File: config.mk
export PLATFORM = sky130hd
export DESIGN_NAME = dso_cmd_dispatch
export DESIGN_NICKNAME = d
export VERILOG_FILES = /design/src/rtl/dso_pkg.sv /design/src/rtl/dso_cmd_dispatch.sv
export SDC_FILE = /design/constraint.sdc
export NUM_CORES = 1
export LEC_CHECK = 0
export CAP_MARGIN = 25
export CORE_MARGIN = 1
export CORE_UTILIZATION = 40
export CTS_CLUSTER_DIAMETER = 40
export DETAILED_ROUTE_END_ITERATION = 6
export GPL_TIMING_DRIVEN = 0
export MAX_ROUTING_LAYER = met4
export PLACE_DENSITY = 0.68
export SETUP_SLACK_MARGIN = 0.5
export SLEW_MARGIN = 20
export SYNTH_ARGS = -nofsm -noshare
export SYNTH_HDL_FRONTEND = slang
export SYNTH_SLANG_ARGS = --single-unit
export TNS_END_PERCENT = 10
File: constraint.sdc
create_clock -name clk -period 3.7 [get_ports clk]
set_input_delay 0.74 -clock clk [delete_from_list [all_inputs] [get_ports clk]]
set_output_delay 0.74 -clock clk [all_outputs]
set_load 0.03 [all_outputs]
File: src/rtl/dso_pkg.sv
// Shared constants for the DSO host-command dispatcher: opcodes, response codes,
// the pot write prefix and the dispatcher FSM state encoding.
package dso_pkg;

   localparam logic [7:0] OP_SET_GAIN   = 8'h02;
   localparam logic [7:0] OP_SET_TRIG   = 8'h03;
   localparam logic [7:0] OP_GET_GAIN   = 8'h05;
   localparam logic [7:0] OP_EEP_RD     = 8'h08;

   localparam logic [7:0] RESP_ACK      = 8'hA5;
   localparam logic [7:0] RESP_NAK      = 8'hEE;

   // Upper byte of every digital-pot write word (16'h13xx)
   localparam logic [7:0] POT_WR_PREFIX = 8'h13;

   typedef enum logic [2:0] {
      IDLE,
      DECODE,
      SPI_WAIT,
      RESP,
      RESP_WAIT
   } state_t;

endpackage

File: src/rtl/dso_cmd_dispatch.sv
// Host-command dispatcher: decodes 24-bit commands, drives SPI to pots/EEPROM,
// keeps a per-channel gain shadow and answers the host. Optional SPI timeout: DSO_CMD_TIMEOUT_EN.
module dso_cmd_dispatch #(
   parameter int NUM_CH  = 3,
   parameter int GAIN_W  = 3,
   parameter int SS_W    = $clog2(NUM_CH + 2),
   parameter int TIMEOUT = 1024
) (
   input  logic                     clk,
   input  logic                     rst,
   input  logic [23:0]              cmd,
   input  logic                     cmd_rdy,
   output logic                     clr_cmd_rdy,
   output logic [15:0]              SPI_data,
   output logic                     wrt_SPI,
   output logic [SS_W-1:0]          ss,
   input  logic                     SPI_done,
   input  logic [7:0]               EEP_data,
   output logic [NUM_CH*GAIN_W-1:0] gain,
   output logic [7:0]               resp_data,
   output logic                     send_resp,
   input  logic                     resp_sent
);
   import dso_pkg::*;

   state_t                     state_reg, state_next;
   logic [23:0]                cmd_reg, cmd_next;
   logic                       clr_reg, clr_next;
   logic                       wrt_reg, wrt_next;
   logic                       send_reg, send_next;
   logic [15:0]                spi_data_reg, spi_data_next;
   logic [SS_W-1:0]            ss_reg, ss_next;
   logic [7:0]                 resp_reg, resp_next;
   logic                       gain_wr;
   logic [NUM_CH*GAIN_W-1:0]   gain_vec;
   logic [GAIN_W-1:0]          gain_rd;
   logic                       timeout;
   logic                       spi_finished;

   logic [7:0] opcode, ch;
   logic       ch_ok;
   assign opcode = cmd_reg[23:16];
   assign ch     = cmd_reg[15:8];
   assign ch_ok  = (ch != 8'd0) && (ch <= 8'(NUM_CH));

   // A done strobe coinciding with the wrt_SPI pulse belongs to nothing we started
   assign spi_finished = (state_reg == SPI_WAIT) && SPI_done && !wrt_reg;

   genvar gi;
   generate
      for (gi = 0; gi < NUM_CH; gi++) begin : g_gain
         logic [GAIN_W-1:0] gain_reg;
         always_ff @(posedge clk) begin
            if (rst)
               gain_reg <= '0;
            else if (gain_wr && (ch == 8'(gi + 1)))
               gain_reg <= cmd_reg[GAIN_W-1:0];
         end
         assign gain_vec[gi*GAIN_W +: GAIN_W] = gain_reg;
      end
   endgenerate

   always_comb begin
      gain_rd = '0;
      for (int i = 0; i < NUM_CH; i++) begin
         if (ch == 8'(i + 1))
            gain_rd = gain_vec[i*GAIN_W +: GAIN_W];
      end
   end

`ifdef DSO_CMD_TIMEOUT_EN
   localparam int TMO_W = $clog2(TIMEOUT + 1);
   logic [TMO_W-1:0] tmo_cnt_reg;

   always_ff @(posedge clk) begin
      if (rst || (state_reg != SPI_WAIT))
         tmo_cnt_reg <= '0;
      else
         tmo_cnt_reg <= tmo_cnt_reg + TMO_W'(1);
   end

   assign timeout = (state_reg == SPI_WAIT) && (tmo_cnt_reg == TMO_W'(TIMEOUT - 1));
`else
   assign timeout = 1'b0;
`endif

   always_ff @(posedge clk) begin
      if (rst) begin
         state_reg    <= IDLE;
         cmd_reg      <= '0;
         clr_reg      <= 1'b0;
         wrt_reg      <= 1'b0;
         send_reg     <= 1'b0;
         spi_data_reg <= '0;
         ss_reg       <= '0;
         resp_reg     <= '0;
      end else begin
         state_reg    <= state_next;
         cmd_reg      <= cmd_next;
         clr_reg      <= clr_next;
         wrt_reg      <= wrt_next;
         send_reg     <= send_next;
         spi_data_reg <= spi_data_next;
         ss_reg       <= ss_next;
         resp_reg     <= resp_next;
      end
   end

   always_comb begin
      state_next    = state_reg;
      cmd_next      = cmd_reg;
      clr_next      = 1'b0;
      wrt_next      = 1'b0;
      send_next     = 1'b0;
      spi_data_next = spi_data_reg;
      ss_next       = ss_reg;
      resp_next     = resp_reg;
      gain_wr       = 1'b0;

      case (state_reg)
         IDLE: begin
            if (cmd_rdy) begin
               cmd_next   = cmd;
               clr_next   = 1'b1;
               state_next = DECODE;
            end
         end

         DECODE: begin
            state_next = RESP;
            resp_next  = RESP_NAK;
            case (opcode)
               OP_SET_GAIN: begin
                  if (ch_ok) begin
                     spi_data_next = {POT_WR_PREFIX, cmd_reg[7:0]};
                     ss_next       = SS_W'(ch);
                     wrt_next      = 1'b1;
                     resp_next     = resp_reg;
                     state_next    = SPI_WAIT;
                  end
               end
               OP_SET_TRIG: begin
                  spi_data_next = {POT_WR_PREFIX, cmd_reg[7:0]};
                  ss_next       = '0;
                  wrt_next      = 1'b1;
                  resp_next     = resp_reg;
                  state_next    = SPI_WAIT;
               end
               OP_GET_GAIN: begin
                  if (ch_ok)
                     resp_next = 8'(gain_rd);
               end
               OP_EEP_RD: begin
                  spi_data_next = {2'b00, ch[5:0], 8'h00};
                  ss_next       = SS_W'(NUM_CH + 1);
                  wrt_next      = 1'b1;
                  resp_next     = resp_reg;
                  state_next    = SPI_WAIT;
               end
               default: ;
            endcase
         end

         SPI_WAIT: begin
            if (spi_finished) begin
               resp_next  = (opcode == OP_EEP_RD) ? EEP_data : RESP_ACK;
               gain_wr    = (opcode == OP_SET_GAIN);
               state_next = RESP;
            end else if (timeout) begin
               resp_next  = RESP_NAK;
               state_next = RESP;
            end
         end

         RESP: begin
            send_next  = 1'b1;
            state_next = RESP_WAIT;
         end

         RESP_WAIT: begin
            if (resp_sent)
               state_next = IDLE;
         end

         default: state_next = IDLE;
      endcase
   end

   assign clr_cmd_rdy = clr_reg;
   assign wrt_SPI     = wrt_reg;
   assign send_resp   = send_reg;
   assign SPI_data    = spi_data_reg;
   assign ss          = ss_reg;
   assign resp_data   = resp_reg;
   assign gain        = gain_vec;

endmodule
After elaboration in Yosys (flattened, before gate mapping)
Cells that the tools add are included.
{"block": "word_totals", "register_bits": 66, "latch_bits": 0, "ramBits": 0, "mem_bits_ro": 0, "mem_count": 0}
{"block": "classes", "add_sub_neg": 0, "n_mul": 0, "n_div": 0, "n_lt_le_gt_ge": 1, "eq_ne": 17, "n_shift": 0, "n_mux": 25, "n_bitwise": 2, "reduce_logical": 18}
{"op": "one-hot mux 16 bit (3 select lines)", "n": 1}
{"op": "equality test 8 x 2 -> 1 bit, second input constant", "n": 4}
{"op": "2-to-1 mux 8 bit", "n": 4}
{"op": "one-hot mux 8 bit (3 select lines)", "n": 1}
{"op": "2-to-1 mux 3 bit", "n": 7}
{"op": "2-to-1 mux 16 bit", "n": 1}
{"op": "one-hot mux 8 bit (2 select lines)", "n": 1}
{"op": "one-hot mux 3 bit (5 select lines)", "n": 1}
{"op": "!= test 2 bit, second input constant", "n": 5}
{"op": "one-hot mux 3 bit (3 select lines)", "n": 1}
{"op": "equality test 8 x 1 -> 1 bit, second input constant", "n": 1}
{"op": "equality test 8 x 3 -> 1 bit, second input constant", "n": 1}
{"op": "equality test 8 x 4 -> 1 bit, second input constant", "n": 1}
{"op": "less-or-equal comparator 8 x 2 -> 1 bit, second input constant", "n": 1}
{"op": "nonzero test 8 bit", "n": 1}
{"op": "equality test 3 x 2 -> 1 bit, second input constant", "n": 2}
{"op": "logical AND 1 bit", "n": 6}
{"op": "2-to-1 mux 1 bit", "n": 6}
{"op": "AND reduction 3 bit", "n": 2}
{"op": "OR reduction 2 bit", "n": 3}
{"op": "one-hot mux 1 bit (2 select lines)", "n": 2}
{"op": "AND reduction 4 bit", "n": 1}
{"op": "equality test 3 x 1 -> 1 bit, second input constant", "n": 1}
{"op": "equality test 3 bit, second input constant", "n": 1}
{"op": "other kinds (7)", "n": 8}

Depth between registers and ports, before layout
{"block": "logic_depth", "word_depth": 7, "mapped_depth": 7}

Least setup slack after synthesis
Ideal clock, no wire load.
{"block": "synth_path", "path_kind": "register -> register", "startpoint": "register cmd_reg[20]", "endpoint": "register spi_data_reg[8], in the netlist SPI_data[8]", "arrival_time_ns": 2.062, "t_required_ns": 3.612, "setup_slack_ns": 1.549, "path_stages_with_launch": 8, "period_less_slack_ns": 2.151, "cell_sequence": "dfxtp_1 or4_1 buf_2 a211o_1 a2111oi_4 buf_6 nor2_1 a311oi_2"}
{"block": "synth_between", "elab_chain_len": 3}
{"element": "from (decl)", "line_no": "dso_cmd_dispatch.sv:27", "rtl": "logic [23:0] cmd_reg, cmd_next;"}
{"element": "from (signal assigned)", "line_no": "dso_cmd_dispatch.sv:99", "rtl": "cmd_reg <= cmd_next;"}
{"element": "equality test 8 x 2 -> 1 bit / equality test 8 x 4 -> 1 bit (equally long branches)", "line_no": "dso_cmd_dispatch.sv:132", "rtl": "case (opcode)"}
{"element": "!= test 2 bit (no line) / nonzero test 3 bit (equally long branches)"}
{"element": "AND reduction 3 bit (no line)"}
{"element": "to (signal assigned)", "line_no": "dso_cmd_dispatch.sv:103", "rtl": "spi_data_reg <= spi_data_next;"}
{"element": "to (decl)", "line_no": "dso_cmd_dispatch.sv:31", "rtl": "logic [15:0] spi_data_reg, spi_data_next;"}
Parallel ways exist; a longest one is shown, timed or not.
A chain may end at the register's enable or synchronous reset.

Final worst setup path
{"block": "layout_path", "startpoint": "register cmd_reg[10]", "endpoint": "register spi_data_reg[8], in the netlist SPI_data[8]"}
{"block": "layout_between", "elab_chain_len": 4}
{"element": "less-or-equal comparator 8 x 2 -> 1 bit / nonzero test 8 bit (equally long branches)", "line_no": "dso_cmd_dispatch.sv:44", "rtl": "assign ch_ok = (ch != 8'd0) && (ch <= 8'(NUM_CH));"}
{"element": "logical AND 1 bit (*)", "line_no": "dso_cmd_dispatch.sv:44"}
{"element": "!= test 2 bit (no line) (*)"}
{"element": "AND reduction 3 bit (no line) (*)"}
Every way passes the cells marked *; elsewhere a longest branch is shown, timed or not.

==> out/metrics.yaml <==
grt_max_degree: 12
largest_reg_flops: 24
worstSkewPairLatency_ns: 0.34
status: "completed"
maxSlewHeadroom_pct: 49.30
finalWeightedCongestion: 0.8844
start_util_pct: 41.15
dp_hpwl_um: 5305
clock_path_buffers: 2
num_antenna_cells: 0
synth_area_um2: 2780
start_kind: "flop"
grt-ovfl-total: 0
cts_tree: "built"
cts_htree_levels: 3
io_buffers: 73
crit_family: "compound AO/OA/AOI/OAI gates"
ir_worst_vdd_mv: 0.2782
ios: 76
yosys.area_share.adder_pct: 0
ant_nets: 0
grt_pass1_wl_um: 11950
path_clk_slew_ns: 0.07
synth-xor-area-share_pct: 0.3150
drc: 0
syn_area_per_cell_um2: 8.581
dr.pass1.iters: 4
synthSimpleGateAreaFrac_pct: 26.19
clock_sinks: 64
top_layer: "met4"
cts.repair.resized: 0
cts_buffers: 9
fmax_ghz: 0.3788
synth.mux.area_fraction_pct: 5.446
wl_met1_um: 3375
async_flop_share_pct: 0
nets: 447
core_um2: 6756
final_util_pct: 57.13
wl_met2_um: 3490
die_area_um2: 7288
cp-end-kind: "flop"
slowest_stage: "a2111oi_4"
cts_root_buf: "clkbuf_8"
setup_viol: 0
grt.total_usage_pct: 21.97
ys_warn_count: 0
critPathArrivalTime_ns: 2.90
cap_violations: 0
cts_hold_buffers: 0
rsz0062_at_grt: "no"
post_drt_wl_per_cell_um: 14.81
drive_above_1_share_pct: 8.434
drt-initial-drc-count: 119
leakage_nw: 1.411
placementRows: 30
required_ns: 3.96
viasPerCell: 5.271
synth_top_family_by_area: "simple AND/OR/NAND/NOR gates"
pwr_density_cell_nw_per_um2: 510.0
post_cts_buffers: 0
first_global_vias: 2489
netlist_instances: 324
wirelength_um: 7331
die_w_um: 85.37
setup_ws_ns: 1.060
finalCriticalPeriod_ns: 2.640
maxSlewViolCount: 0
route.met3.wl_um: 387
tns_ns: 0
skew_ns: 0.007574
tightest_slew_ns: 0.7547
synth-seq-cells: 64
synth_compound_area_share_pct: 16.88
antenna_found_initial: 0
path_max_fanout: 10
crit_chain: "nor4_1, o211ai_1, a2111oi_4, buf_6, nor2_1, a311oi_2"
finalHoldViolCount: 0
vias: 2609
hold_path_class: "flop to flop"
fin_crit_sh_pct: 71.34
synth_edf_count: 0
critical_path_buf_inv_count: 1
yosysSeqAreaShare_pct: 46.08
synthFlopType: "dfxtp_1"
place_ws_ns: 0.8495
critPathKind: "flop to flop"
area_delta_synth_final_pct: 38.84
ys_types: 49
die_y_um: 85.37
critical-path-max-stage-delay_ns: 0.68
==> final cells by class <==
| type | count | area [um2] |
|---|---|---|
| Tap cell | 80 | 100.1 |
| Clock buffer | 12 | 165.2 |
| Inverter | 3 | 11.26 |
| Clock inverter | 4 | 75.07 |
| Timing Repair Buffer | 74 | 735.7 |
| Sequential cell | 64 | 1281 |
| Multi-Input combinational cell | 233 | 1365 |
| Fill cell | 641 | 2897 |
| Buffer | 25 | 126.4 |
==> cells by family after synthesis <==
family / Yosys count
simple gates: 144
compound gates: 71
flops: 64
buf+inv: 28
mux: 15
xor+xnor: 1
other cells: 1
==> metal layers <==
| metal | up-vias | GRT usage, % |
|---|---|---|
| li1 | 1300 | - |
| met1 | 1230 | 27.25 |
| met2 | 72 | 35.34 |
| met3 | 7 | 4.767 |
| met4 | 0 | 7.879 |
| met5 | - | - |
==> worst register-to-register path, delay by kind of cell (launching register included) <==
| family | cells | cell delay, ns |
|---|---|---|
| buf+inv | 1 | 0.23 |
| flops | 1 | 0.35 |
| simple gates | 2 | 0.69 |
| compound gates | 3 | 1.31 |
==> layout by cell type (no fill, tap or decap), types with 4 or more instances in the layout <==
cell	n
a21oi_1	46
nand2_1	51
and3b_1	4
dfxtp_1	64
nand2b_1	17
nor2b_1	4
mux2i_1	14
nor2_1	23
nor3_1	5
clkbuf_1	17
nand3_1	17
clkbuf_8	12
clkdlybuf4s50_1	73
==> metrics by stage <==
stage | power [W] | cells | instance area [um2] | hold slack [ns]
5_1_grt | 0.002062 | 495 | 3860 | 0.4903
3_3_place_gp | 0.001269 | 478 | 3615 | 0.4432
2_1_floorplan | 0.001109 | 325 | 2784 | 0.4366
3_5_place_dp | 0.001277 | 478 | 3615 | 0.4522
4_1_cts | 0.001979 | 494 | 3855 | 0.4621
6_report | 0.001969 | 495 | 3860 | 0.4589
==> report_power, final <==
part	switching [W]	leakage, nW	internal, W	total [W]
Combinational	0.000277	0.775	0.000197	0.000474
Clock	0.000270	0.115	0.000434	0.000704
Sequential	0.0000395	0.521	0.000751	0.000791
==> cell usage after synthesis, drive strengths merged, types with 2 or more instances <==
master	n	area, um2
a211o	3	26.28
a211oi	6	60.06
a21oi	46	230.2
and2	2	12.51
and3b	4	35.03
buf	8	62.55
clkbuf	17	63.81
dfxtp	64	1281
inv	3	11.26
mux2i	14	140.1
nand2	51	191.4
nand2b	17	106.4
nand3	17	85.08
nand3b	3	22.52
nand4	2	12.51
nor2	23	86.33
nor2b	4	25.02
nor3	5	25.02
nor4	3	18.77
nor4b	2	17.52
o211ai	2	15.01
o21ai	3	15.01
or3b	3	26.28
or4	2	15.01
==> final timing paths <==
check                                start                       end  slack (ns)  cells after the start
setup / recovery  cmd_reg[10]$_SDFFE_PP0P_  SPI_data[8]$_SDFFE_PP0P_        1.06                      6
hold / removal     cmd_reg[7]$_SDFFE_PP0P_   cmd_reg[7]$_SDFFE_PP0P_        0.46                      2
setup reg to reg  cmd_reg[10]$_SDFFE_PP0P_  SPI_data[8]$_SDFFE_PP0P_        1.06                      6
hold reg to reg    cmd_reg[7]$_SDFFE_PP0P_   cmd_reg[7]$_SDFFE_PP0P_        0.46                      2
(Power assumes the default switching activity.)
